`config.mk`:
```
export PLATFORM = sky130hd
export DESIGN_NAME = seg_display_arbiter
export DESIGN_NICKNAME = d
export VERILOG_FILES = /design/src/rtl/seg_display_arbiter.sv
export SDC_FILE = /design/constraint.sdc
export NUM_CORES = 1
export LEC_CHECK = 0
export CAP_MARGIN = 10
export CORE_UTILIZATION = 38
export DETAILED_ROUTE_END_ITERATION = 12
export PLACE_DENSITY = 0.73
export SLEW_MARGIN = 20
export SYNTH_ARGS = -nofsm -noshare
export SYNTH_HDL_FRONTEND = slang
export SYNTH_SLANG_ARGS = --single-unit
```
`constraint.sdc`:
```
create_clock -name clk -period 1.57 [get_ports clk]
set_input_delay 0.314 -clock clk [delete_from_list [all_inputs] [get_ports clk]]
set_output_delay 0.314 -clock clk [all_outputs]
set_load 0.005 [all_outputs]
```
`src/rtl/seg_display_arbiter.sv`:
```
// Round-robin arbiter granting one of two requesters ownership of an 8-digit display.
// Build option: SEG_ARB_BLINK_EN enables blinking (disp_blank toggling) during HOLD.
module seg_display_arbiter #(
  parameter int HOLD_CYCLES = 100000,
  parameter int BLINK_HALF  = 25000
) (
  input  logic        clk,
  input  logic        reset,
  input  logic        a_valid,
  input  logic [31:0] a_data,
  output logic        a_ready,
  input  logic        b_valid,
  input  logic [31:0] b_data,
  output logic        b_ready,
  output logic [31:0] disp_data,
  output logic        disp_blank,
  output logic        owner,
  output logic        busy
);

  localparam int CNT_W = $clog2(HOLD_CYCLES + 1);

  typedef enum logic [1:0] {
    IDLE  = 2'd0,
    GRANT = 2'd1,
    HOLD  = 2'd2
  } state_t;

  generate
    if (HOLD_CYCLES < 2 || BLINK_HALF < 1) begin : g_param_check
      $error("seg_display_arbiter: HOLD_CYCLES must be >= 2 and BLINK_HALF >= 1");
    end
  endgenerate

  state_t             r_state;
  state_t             w_next;
  logic               r_last;
  logic               w_sel;
  logic               w_xfer;
  logic               w_hold_done;
  logic [CNT_W-1:0]   r_hold_cnt;
  logic               r_a_ready;
  logic               r_b_ready;
  logic               r_owner;
  logic               r_busy;
  logic [31:0]        r_disp;

  // 0 selects A, 1 selects B; on contention the requester not granted last wins
  assign w_sel       = (a_valid && b_valid) ? ~r_last : ~a_valid;
  assign w_xfer      = (r_state == GRANT) && ((r_a_ready && a_valid) || (r_b_ready && b_valid));
  assign w_hold_done = (r_hold_cnt == CNT_W'(HOLD_CYCLES - 1));

  always_ff @(posedge clk) begin
    if (reset) begin
      r_state <= IDLE;
    end else begin
      r_state <= w_next;
    end
  end

  always_comb begin
    w_next = r_state;
    case (r_state)
      IDLE:    w_next = (a_valid || b_valid) ? GRANT : IDLE;
      GRANT:   w_next = w_xfer ? HOLD : IDLE;
      HOLD:    w_next = w_hold_done ? IDLE : HOLD;
      default: w_next = IDLE;
    endcase
  end

  always_ff @(posedge clk) begin
    if (reset) begin
      r_a_ready  <= 1'b0;
      r_b_ready  <= 1'b0;
      r_busy     <= 1'b0;
      r_disp     <= 32'd0;
      r_owner    <= 1'b0;
      r_last     <= 1'b1;
      r_hold_cnt <= '0;
    end else begin
      r_a_ready <= (r_state == IDLE) && (w_next == GRANT) && !w_sel;
      r_b_ready <= (r_state == IDLE) && (w_next == GRANT) && w_sel;
      r_busy    <= (w_next != IDLE);
      if (w_xfer) begin
        r_disp  <= r_b_ready ? b_data : a_data;
        r_owner <= r_b_ready;
        r_last  <= r_b_ready;
      end
      // Counter sits at 0 outside HOLD, so it is already clear on entry
      if (r_state == HOLD && !w_hold_done) begin
        r_hold_cnt <= r_hold_cnt + CNT_W'(1);
      end else begin
        r_hold_cnt <= '0;
      end
    end
  end

`ifdef SEG_ARB_BLINK_EN
  localparam int BLK_W = $clog2(BLINK_HALF + 1);

  logic [BLK_W-1:0] r_blk_cnt;
  logic             r_blank;

  // Blink phase restarts at 0 every HOLD entry and is forced low outside HOLD
  always_ff @(posedge clk) begin
    if (reset) begin
      r_blk_cnt <= '0;
      r_blank   <= 1'b0;
    end else if (r_state == HOLD && w_next == HOLD) begin
      if (r_blk_cnt == BLK_W'(BLINK_HALF - 1)) begin
        r_blk_cnt <= '0;
        r_blank   <= ~r_blank;
      end else begin
        r_blk_cnt <= r_blk_cnt + BLK_W'(1);
      end
    end else begin
      r_blk_cnt <= '0;
      r_blank   <= 1'b0;
    end
  end

  assign disp_blank = r_blank;
`else
  assign disp_blank = 1'b0;
`endif

  assign a_ready   = r_a_ready;
  assign b_ready   = r_b_ready;
  assign disp_data = r_disp;
  assign owner     = r_owner;
  assign busy      = r_busy;

endmodule

```
==> flow_summary.json <==
{
  "syn_area_um2": 2500,
  "hpwl_um": 4330,
  "synth_area_per_cell_um2": 9.65,
  "maxSlewHeadroom_pct": 63.4,
  "worst-path-buf-inv": 1,
  "area_growth_pct": 59.2,
  "rows": 29,
  "grt_pass1_wl_um": 9800,
  "die_h_um": 83.1,
  "multi_input_area_um2": 1330,
  "route.detailed.drc": 0,
  "async_reset_ff_share_pct": 0,
  "tritoncts": "done",
  "crit_slowest_cell": "clkdlybuf4s50_1",
  "cp_cell_sequence": "clkdlybuf4s50_1",
  "seq_area_um2": 1120,
  "ir_drop_uv": 427,
  "nFillCells": 534,
  "ctsHtreeMaxLevel": 2,
  "tightestPinTransition_ps": 549,
  "total_power_mw": 3.05,
  "cts_root_buf": "clkbuf_8",
  "initial_core_util_pct": 39.3,
  "ys_types": 33,
  "cts.sinks": 56,
  "ys_warn_count": 0,
  "slew_violations": 0,
  "fin_cells": 450,
  "worstSetupPathType": "flop to output port",
  "grt_pass1_vias": 2121,
  "start_kind": "flop",
  "ys_seq_elements": 56,
  "ys.flop_type": "dfxtp_1",
  "status": "finished, final reports clean",
  "fin_skew_ps": 9.82,
  "grt-ovfl-total": 0,
  "period_share_pct": 96.6,
  "clk_latency_ps": 310,
  "wl_um": 6640,
  "hold_class": "input pin to flop",
  "path_clk_slew_ps": 100,
  "cts_made_buffers": 5,
  "crit_path_max_fanout": 2,
  "drive_gt1_share_pct": 16.4,
  "min_period_ps": 1520,
  "dp_cells": 435,
  "grt_max_degree": 50,
  "synth_fp_nets": 328,
  "hold_violations": 0,
  "io_pins": 105,
  "dieArea_um2": 6900,
  "worstPathArrival_ps": 1200,
  "ant_nets": 0,
  "diodes": 0,
  "clockBufferDepth": 2,
  "cp.required_ps": 1260,
  "nets": 442,
  "port_buffers": 103,
  "chipWidth_um": 83.1,
  "power_density_nw_per_um2": 766,
  "fmax_mhz": 659,
  "max_stage_delay_ps": 530,
  "vias": 2318,
  "grt_util_all_layers_pct": 17.8,
  "antenna_found_initial": 0,
  "crit_family": "buffers and inverters",
  "place_congestion": 0.847,
  "wl_per_cell_um": 14.8,
  "vias_per_cell": 5.15,
  "syn_inst": 259,
  "fp.coreArea_um2": 6350,
  "leakage_nw": 1.33,
  "cp-end-kind": "output port",
  "drt-pass1-iter-count": 4,
  "drt-initial-drc-count": 70,
  "setup_violations": 0,
  "ys_seq_area_share_pct": 44.9,
  "cap_violations": 0,
  "synth-edff-count": 0
}
[synthesized netlist by cell type, types with 5 or more instances]
cell type	n	area share, %
nand4_1	5	1.3
a211oi_1	22	6.6
mux2i_1	32	13
xnor2_1	10	3.5
buf_2	7	1.4
nand3_1	8	1.6
nor4_1	6	1.5
inv_1	7	1.1
dfxtp_1	56	45
a211oi_2	10	5.0
nor2_1	52	7.8
nand2_1	5	0.75
[cell usage in the layout, fill, tap and decap left out, types with 3 or more instances in the layout]
cell	synthesis	routed
a211oi_2	10	22
clkbuf_8	0	5
nand2_1	5	5
a211oi_1	22	10
o21ai_0	3	3
nor2_1	52	52
inv_1	7	7
mux2i_1	32	32
nor3_1	3	3
buf_4	3	13
xnor2_1	10	10
nor4_1	6	3
clkdlybuf4s50_1	0	100
xor2_1	4	4
nand4_1	5	5
nand3_1	8	8
dfxtp_1	56	55
a21oi_1	3	3
buf_12	0	3
buf_2	7	3
[timing repair]
item,CTS,global route
gates resized for setup,0,21
hold buffers,0,0
endpoints found under the setup margin,0,37
setup buffers,0,3
[report_power, final]
part	total (mW)	leakage [nW]	switching [mW]	internal (mW)
logic	0.486	0.809	0.182	0.303
registers	1.48	0.454	0.0212	1.46
clock network	1.08	0.0642	0.455	0.628
total	3.05	1.33	0.659	2.39
[sequential cells by signal, indices dropped and copies added (netlist names)]
name        count
r_last          1
r_state         2
b_ready         1
a_ready         1
owner           1
r_hold_cnt     17
disp_data      32
busy            1
[per-layer routing]
metal	up-vias	wire (µm)	share of wire (%)	GRT usage, %
met5	-	0	0	0
met4	0	117	1.8	5.80
met3	7	575	8.7	6.96
met2	88	3250	49	28.6
met1	1082	2700	41	21.7
li1	1141	-	-	-
[cell type report]
cell class | instances | share of cell area [%]
Clock buffer | 5 | 1.73
Sequential cell | 56 | 28.2
Clock inverter | 2 | 1.51
Timing Repair Buffer | 125 | 31.9
Multi-Input combinational cell | 178 | 33.5
Inverter | 7 | 0.660
Tap cell | 77 | 2.42
[metrics by stage]
step                instance area [µm²]  TNS [ps]  setup slack (ps)  util (%)  hold WS [ps]
floorplan                          2500         0              23.9         -           431
global placement                   3640     -8100              -248      57.3           452
detailed placement                 3640     -9370              -318      57.3           459
CTS                                3770         0             0.467      59.4           332
global route                       3980     -15.4             -8.44      62.7           344
finish                             3980         0              52.7      62.7           333
[cells by family (layout without fill, tap and decap cells)]
family / count (synthesis) / count (layout) / share of synthesized area (%)
adders and majority gates: 1 / 1 / 0.501
other: 1 / 1 / 0.150
AOI/OAI and AO/OA: 41 / 41 / 13.7
muxes: 32 / 32 / 12.8
and+or+nand+nor: 89 / 89 / 17.3
xor gates and xnor gates: 14 / 14 / 4.91
DFF: 56 / 56 / 44.9
buffers and inverters: 25 / 139 / 5.76
[path summary, 6_finish.rpt]
kind,startpoint,end,slack (ps),cells past startpoint
setup / recovery,disp_data[5],disp_data[5],50,1
hold / removal,reset,r_state[1],330,2
setup reg to reg,r_hold_cnt[0],r_hold_cnt[12],60,6
hold reg to reg,owner,owner,470,2
(Power assumes the default switching activity.)
